[src/rtl/tri_sched.sv]
// Round-robin scheduler sharing one triangle rasterizer among NREQ requesters (TRI_SCHED_FIXED_PRIO_EN selects fixed priority).
// Latency: handshake -> eng_nt next cycle, vertices on 3 consecutive cycles; engine points forwarded 1 cycle later.
// Backpressure: req_ready only in IDLE, one-hot to the arbitration winner; engine stalls hold WAIT/RUN indefinitely.
`timescale 1ns/1ps
module tri_sched #(
  parameter int NREQ = 4,
  parameter int TAGW = 2
) (
  input  logic               clk,
  input  logic               reset,
  input  logic [NREQ-1:0]    req_valid,
  output logic [NREQ-1:0]    req_ready,
  input  logic [NREQ*18-1:0] req_vtx,
  output logic               eng_nt,
  output logic [2:0]         eng_xi,
  output logic [2:0]         eng_yi,
  input  logic               eng_busy,
  input  logic               eng_po,
  input  logic [2:0]         eng_xo,
  input  logic [2:0]         eng_yo,
  output logic               pt_valid,
  output logic [2:0]         pt_x,
  output logic [2:0]         pt_y,
  output logic [TAGW-1:0]    pt_tag,
  output logic               job_done,
  output logic [TAGW-1:0]    done_tag,
  output logic [5:0]         done_cnt
);

  typedef struct packed {
    logic [2:0] x2;
    logic [2:0] y2;
    logic [2:0] x1;
    logic [2:0] y1;
    logic [2:0] x0;
    logic [2:0] y0;
  } tri_t;

  typedef enum logic [2:0] {IDLE, SEND0, SEND1, SEND2, WAIT, RUN, DONE} state_t;

  state_t          state, state_nxt;
  tri_t            tri_q;
  tri_t            sel_vtx;
  logic [TAGW-1:0] cur_tag;
  logic [5:0]      pt_cnt;
  logic [TAGW-1:0] grant_idx;
  logic [NREQ-1:0] grant;
  logic            any_vld;
  logic            fwd;

  assign any_vld = |req_valid;
  assign fwd     = ((state == WAIT) || (state == RUN)) && eng_po;

`ifdef TRI_SCHED_FIXED_PRIO_EN
  always_comb begin
    grant_idx = '0;
    for (int i = NREQ - 1; i >= 0; i--)
      if (req_valid[i]) grant_idx = TAGW'(i);
  end
`else
  logic [TAGW-1:0] last_grant;
  logic            found;

  // Rotating search: the requester just after the last winner is tried first.
  always_comb begin
    grant_idx = '0;
    found     = 1'b0;
    for (int k = 1; k <= NREQ; k++)
      for (int i = 0; i < NREQ; i++)
        if (!found && req_valid[i] && (((int'(last_grant) + k) % NREQ) == i)) begin
          found     = 1'b1;
          grant_idx = TAGW'(i);
        end
  end

  always_ff @(posedge clk or posedge reset) begin
    if (reset)
      last_grant <= TAGW'(NREQ - 1);
    else if (state == DONE)
      last_grant <= cur_tag;
  end
`endif

  assign grant = any_vld ? (NREQ'(1) << grant_idx) : '0;

  always_comb begin
    sel_vtx = '0;
    for (int i = 0; i < NREQ; i++)
      if (grant[i]) sel_vtx = req_vtx[i*18 +: 18];
  end

  always_ff @(posedge clk or posedge reset) begin
    if (reset) begin
      state    <= IDLE;
      tri_q    <= '0;
      cur_tag  <= '0;
      pt_cnt   <= '0;
      pt_valid <= 1'b0;
      pt_x     <= '0;
      pt_y     <= '0;
      pt_tag   <= '0;
    end else begin
      state    <= state_nxt;
      pt_valid <= fwd;
      if (state == IDLE && any_vld) begin
        tri_q   <= sel_vtx;
        cur_tag <= grant_idx;
        pt_cnt  <= '0;
      end
      if (fwd) begin
        pt_x   <= eng_xo;
        pt_y   <= eng_yo;
        pt_tag <= cur_tag;
        if (pt_cnt != 6'd63) pt_cnt <= pt_cnt + 6'd1;
      end
    end
  end

  always_comb begin
    state_nxt = state;
    req_ready = '0;
    eng_nt    = 1'b0;
    eng_xi    = '0;
    eng_yi    = '0;
    job_done  = 1'b0;
    done_tag  = '0;
    done_cnt  = '0;
    case (state)
      IDLE: begin
        // Gated by reset so no grant is visible while the block is held in reset.
        if (!reset) req_ready = grant;
        if (any_vld) state_nxt = SEND0;
      end
      SEND0: begin
        eng_nt    = 1'b1;
        eng_xi    = tri_q.x0;
        eng_yi    = tri_q.y0;
        state_nxt = SEND1;
      end
      SEND1: begin
        eng_xi    = tri_q.x1;
        eng_yi    = tri_q.y1;
        state_nxt = SEND2;
      end
      SEND2: begin
        eng_xi    = tri_q.x2;
        eng_yi    = tri_q.y2;
        state_nxt = WAIT;
      end
      WAIT: if (eng_busy) state_nxt = RUN;
      RUN:  if (!eng_busy) state_nxt = DONE;
      DONE: begin
        job_done  = 1'b1;
        done_tag  = cur_tag;
        done_cnt  = pt_cnt;
        state_nxt = IDLE;
      end
      default: state_nxt = IDLE;
    endcase
  end

endmodule

[config.mk]
export PLATFORM = sky130hd
export DESIGN_NAME = tri_sched
export DESIGN_NICKNAME = d
export VERILOG_FILES = /design/src/rtl/tri_sched.sv
export SDC_FILE = /design/constraint.sdc
export NUM_CORES = 1
export LEC_CHECK = 0
export ABC_CLOCK_PERIOD_IN_PS = 4000
export BUFFER_PORTS_ARGS = -buffer_cell sky130_fd_sc_hd__buf_2
export CELL_PAD_IN_SITES_DETAIL_PLACEMENT = 0
export CELL_PAD_IN_SITES_GLOBAL_PLACEMENT = 1
export CORE_MARGIN = 4
export CORE_UTILIZATION = 36
export DETAILED_ROUTE_END_ITERATION = 10
export PLACE_DENSITY = 0.94
export SETUP_SLACK_MARGIN = 0.05
export SLEW_MARGIN = 5
export SYNTH_ARGS = -nofsm -noshare
export SYNTH_HDL_FRONTEND = slang
export SYNTH_SLANG_ARGS = --single-unit
export TNS_END_PERCENT = 30
[constraint.sdc]
create_clock -name clk -period 4 [get_ports clk]
set_clock_uncertainty 0.2 [all_clocks]
set_input_delay 0.4 -clock clk [delete_from_list [all_inputs] [get_ports clk]]
set_output_delay 0.4 -clock clk [all_outputs]
set_load 0.02 [all_outputs]
==> impl_metrics.ini <==
[floorplan]
num_rows = 30
die-height_um = 93.1
die_w_um = 93.1
core_mm2 = 0.00691
die-area_mm2 = 0.00866
pin_count = 115
start_util = 0.377

[worst_setup_path]
cp_max_fo = 23
cpPeakStageDelay_ns = 0.77
required_ns = 3.96
path_buf_inv = 1
crit_cells = 6
end_kind = flop
timing.rr.start = state[2]
cp_slowest_cell = dfrtp_1
cpLargestDelayFamily = flip-flops
critical_path_class = flop to flop
cp.arrival_ns = 2.82
ff2ff_setup_slack_ns = 1.14
timing.rr.end = pt_cnt[3]
crit_chain = nand3b_1, inv_1, o21ai_0, and2_1, o21ai_0, o31ai_1
crit_top_cell = o21ai_0
start_kind = flop
worstRegToRegCells = 6

[placement]
port_buffers = 114
place_inst = 513
gp_congestion = 0.779
dp_hpwl_mm = 5.94

[synthesis]
synthAdderAreaFrac = 0.00480
synth-compound-area-share = 0.242
synthCells = 327
yosysUniqueCellTypes = 42
synthesis.area_mm2 = 0.00260
yosys.area_share.simple = 0.263
synth_edf_count = 0
synth_mux_area_frac = 0.0341
synth_xor_area_frac = 0.00336
syn_nets = 414
yosysWarningCount = 0
synth_top_family_by_area = simple AND/OR/NAND/NOR gates
ys_seq_area_frac = 0.385
synth_flop_cell = dfrtp_1
ys_seq_elements = 40
avgSynthCellArea_um2 = 7.97
ys_async_sr_fraction = 1.00

[cts]
cts_tree = yes
insertion_delay_ns = 0.29
cts_setup_buffers = 0
clk_path_buf_depth = 2
h-tree-depth = 2
path_clk_slew_ns = 0.08
hold_buffers = 0
cts_sinks = 40
numCtsBuffers = 5
root_buffer = clkbuf_8
post_cts_resized = 0

[route]
drt_iter0_markers = 151
drc_errors = 0
antenna_left = 0
routed_wl_mm = 7.92
vias = 2749
vias_per_cell = 5.28
route.detailed.wl_per_inst_um = 15.2
first_pass_iters = 4

[pwr]
switching_share = 0.443
leakage_nw = 1.66
ir_drop_v = 0.000196
intPower_mw = 1.30
power.density_mw_per_mm2 = 706
switchingPower_mw = 1.03
power_frac_comb = 0.501
total_power_mw = 2.33
clkPwrFrac = 0.169
seq_power_share = 0.330

[sta]
final.setup.tns_ns = 0
min_period_ns = 2.86
worstMarginPinSlew_ns = 0.814
finalHoldViolations = 0
fmax_mhz = 350
fin_crit_sh = 0.715
rsz0062_at_grt = no
finalMaxSlewViolations = 0
slew_headroom = 0.457
setup_viol = 0
worst_hold_slack_ns = 0.0605

[global_route]
grt_pass1_wl_mm = 13.0
overflow = 0
grt_start_max_net_pins = 41
first_global_vias = 2770
track_usage = 0.187
antenna_found_initial = 0

[cells_and_area]
multiInputGateArea_mm2 = 0.00143
final_nets = 511
instances_no_fill = 521
ff_latch_area_mm2 = 0.00100
drive_above_1_share = 0.339
layout_commonest_cell = buf_2
area_delta_synth_final_pct = 26.6
fin_util = 0.477
diodes = 0
layout_common_cells = 114 x buf_2, 39 x a21oi_1, 38 x dfrtp_1, 37 x nor2_1, 34 x nand2_1
fill_cells = 727

[run_status]
status = completed

[run]
drv_cap = 0

[worst_hold_path]
hold_path.class = input port to async pin
==> layer usage <==
| layer | track usage | wire length, um | share of wire |
|---|---|---|---|
| met1 | 0.241 | 3500 | 0.44 |
| met2 | 0.314 | 3730 | 0.47 |
| met5 | 0 | 0 | 0 |
| met3 | 0.0491 | 626 | 0.079 |
| met4 | 0.0403 | 57 | 0.0072 |
==> worst max-delay path by stage <==
stage | startpoint | to
floorplan | reset | req_ready[0]
global placement | state[2] | pt_cnt[3]
detailed placement | state[2] | pt_cnt[3]
CTS | state[2] | pt_cnt[3]
global route | state[2] | pt_cnt[2]
finish | state[2] | pt_cnt[3]
==> tightest hold or removal path, stage by stage <==
cell,delay (ns)
buf_2,0.10
clkinv_1,0.06
buf_4,0.44
==> cells by family after synthesis <==
| group | count (synthesis) |
|---|---|
| simple gates | 141 |
| fa+ha+maj | 1 |
| xor+xnor | 1 |
| flops | 40 |
| buf+inv | 33 |
| compound gates | 103 |
| mux | 8 |
==> metrics by stage <==
step / area (um2) / worst slack (ns)
2_1_floorplan: 2610 / 1.44
3_3_place_gp: 3160 / 1.31
3_5_place_dp: 3160 / 1.19
4_1_cts: 3300 / 1.15
5_1_grt: 3300 / 0.775
6_report: 3300 / 1.14
==> sequential cells by signal (all words and copies together) (netlist names) <==
signal,cells
pt_valid,1
cur_tag,2
pt_cnt,6
tri_q,18
state,3
pt_y,3
last_grant,2
pt_tag,2
pt_x,3
==> final cells by class <==
| type | count | share of cell area |
|---|---|---|
| flip-flops and latches | 40 | 0.304 |
| clock buffers | 6 | 0.0220 |
| multi-input cells | 254 | 0.432 |
| well taps | 96 | 0.0364 |
| clock inverters | 2 | 0.0182 |
| inverters | 6 | 0.00683 |
| repair buffers | 117 | 0.180 |
==> power by group through the flow <==
stage	logic, mW	clock network, mW	registers (mW)
detailed placement	1.17	0	0.773
finish	1.17	0.393	0.768
global route	1.31	0.422	0.799
CTS	1.18	0.400	0.765
global placement	1.14	0	0.768
floorplan	0.921	0	0.737
==> cell usage after synthesis, drive strengths merged (6+ instances only) <==
master	n	area, um2
nor2	37	139
nor3	6	30.0
nand3	22	110
and3	27	169
a21oi	40	204
clkbuf	11	41.3
buf	16	113
nand2	34	128
o22ai	19	119
dfrtp	38	951
inv	6	22.5
mux2	7	78.8
o21ai	27	135
a22oi	6	45.0
(Power assumes the default switching activity.)
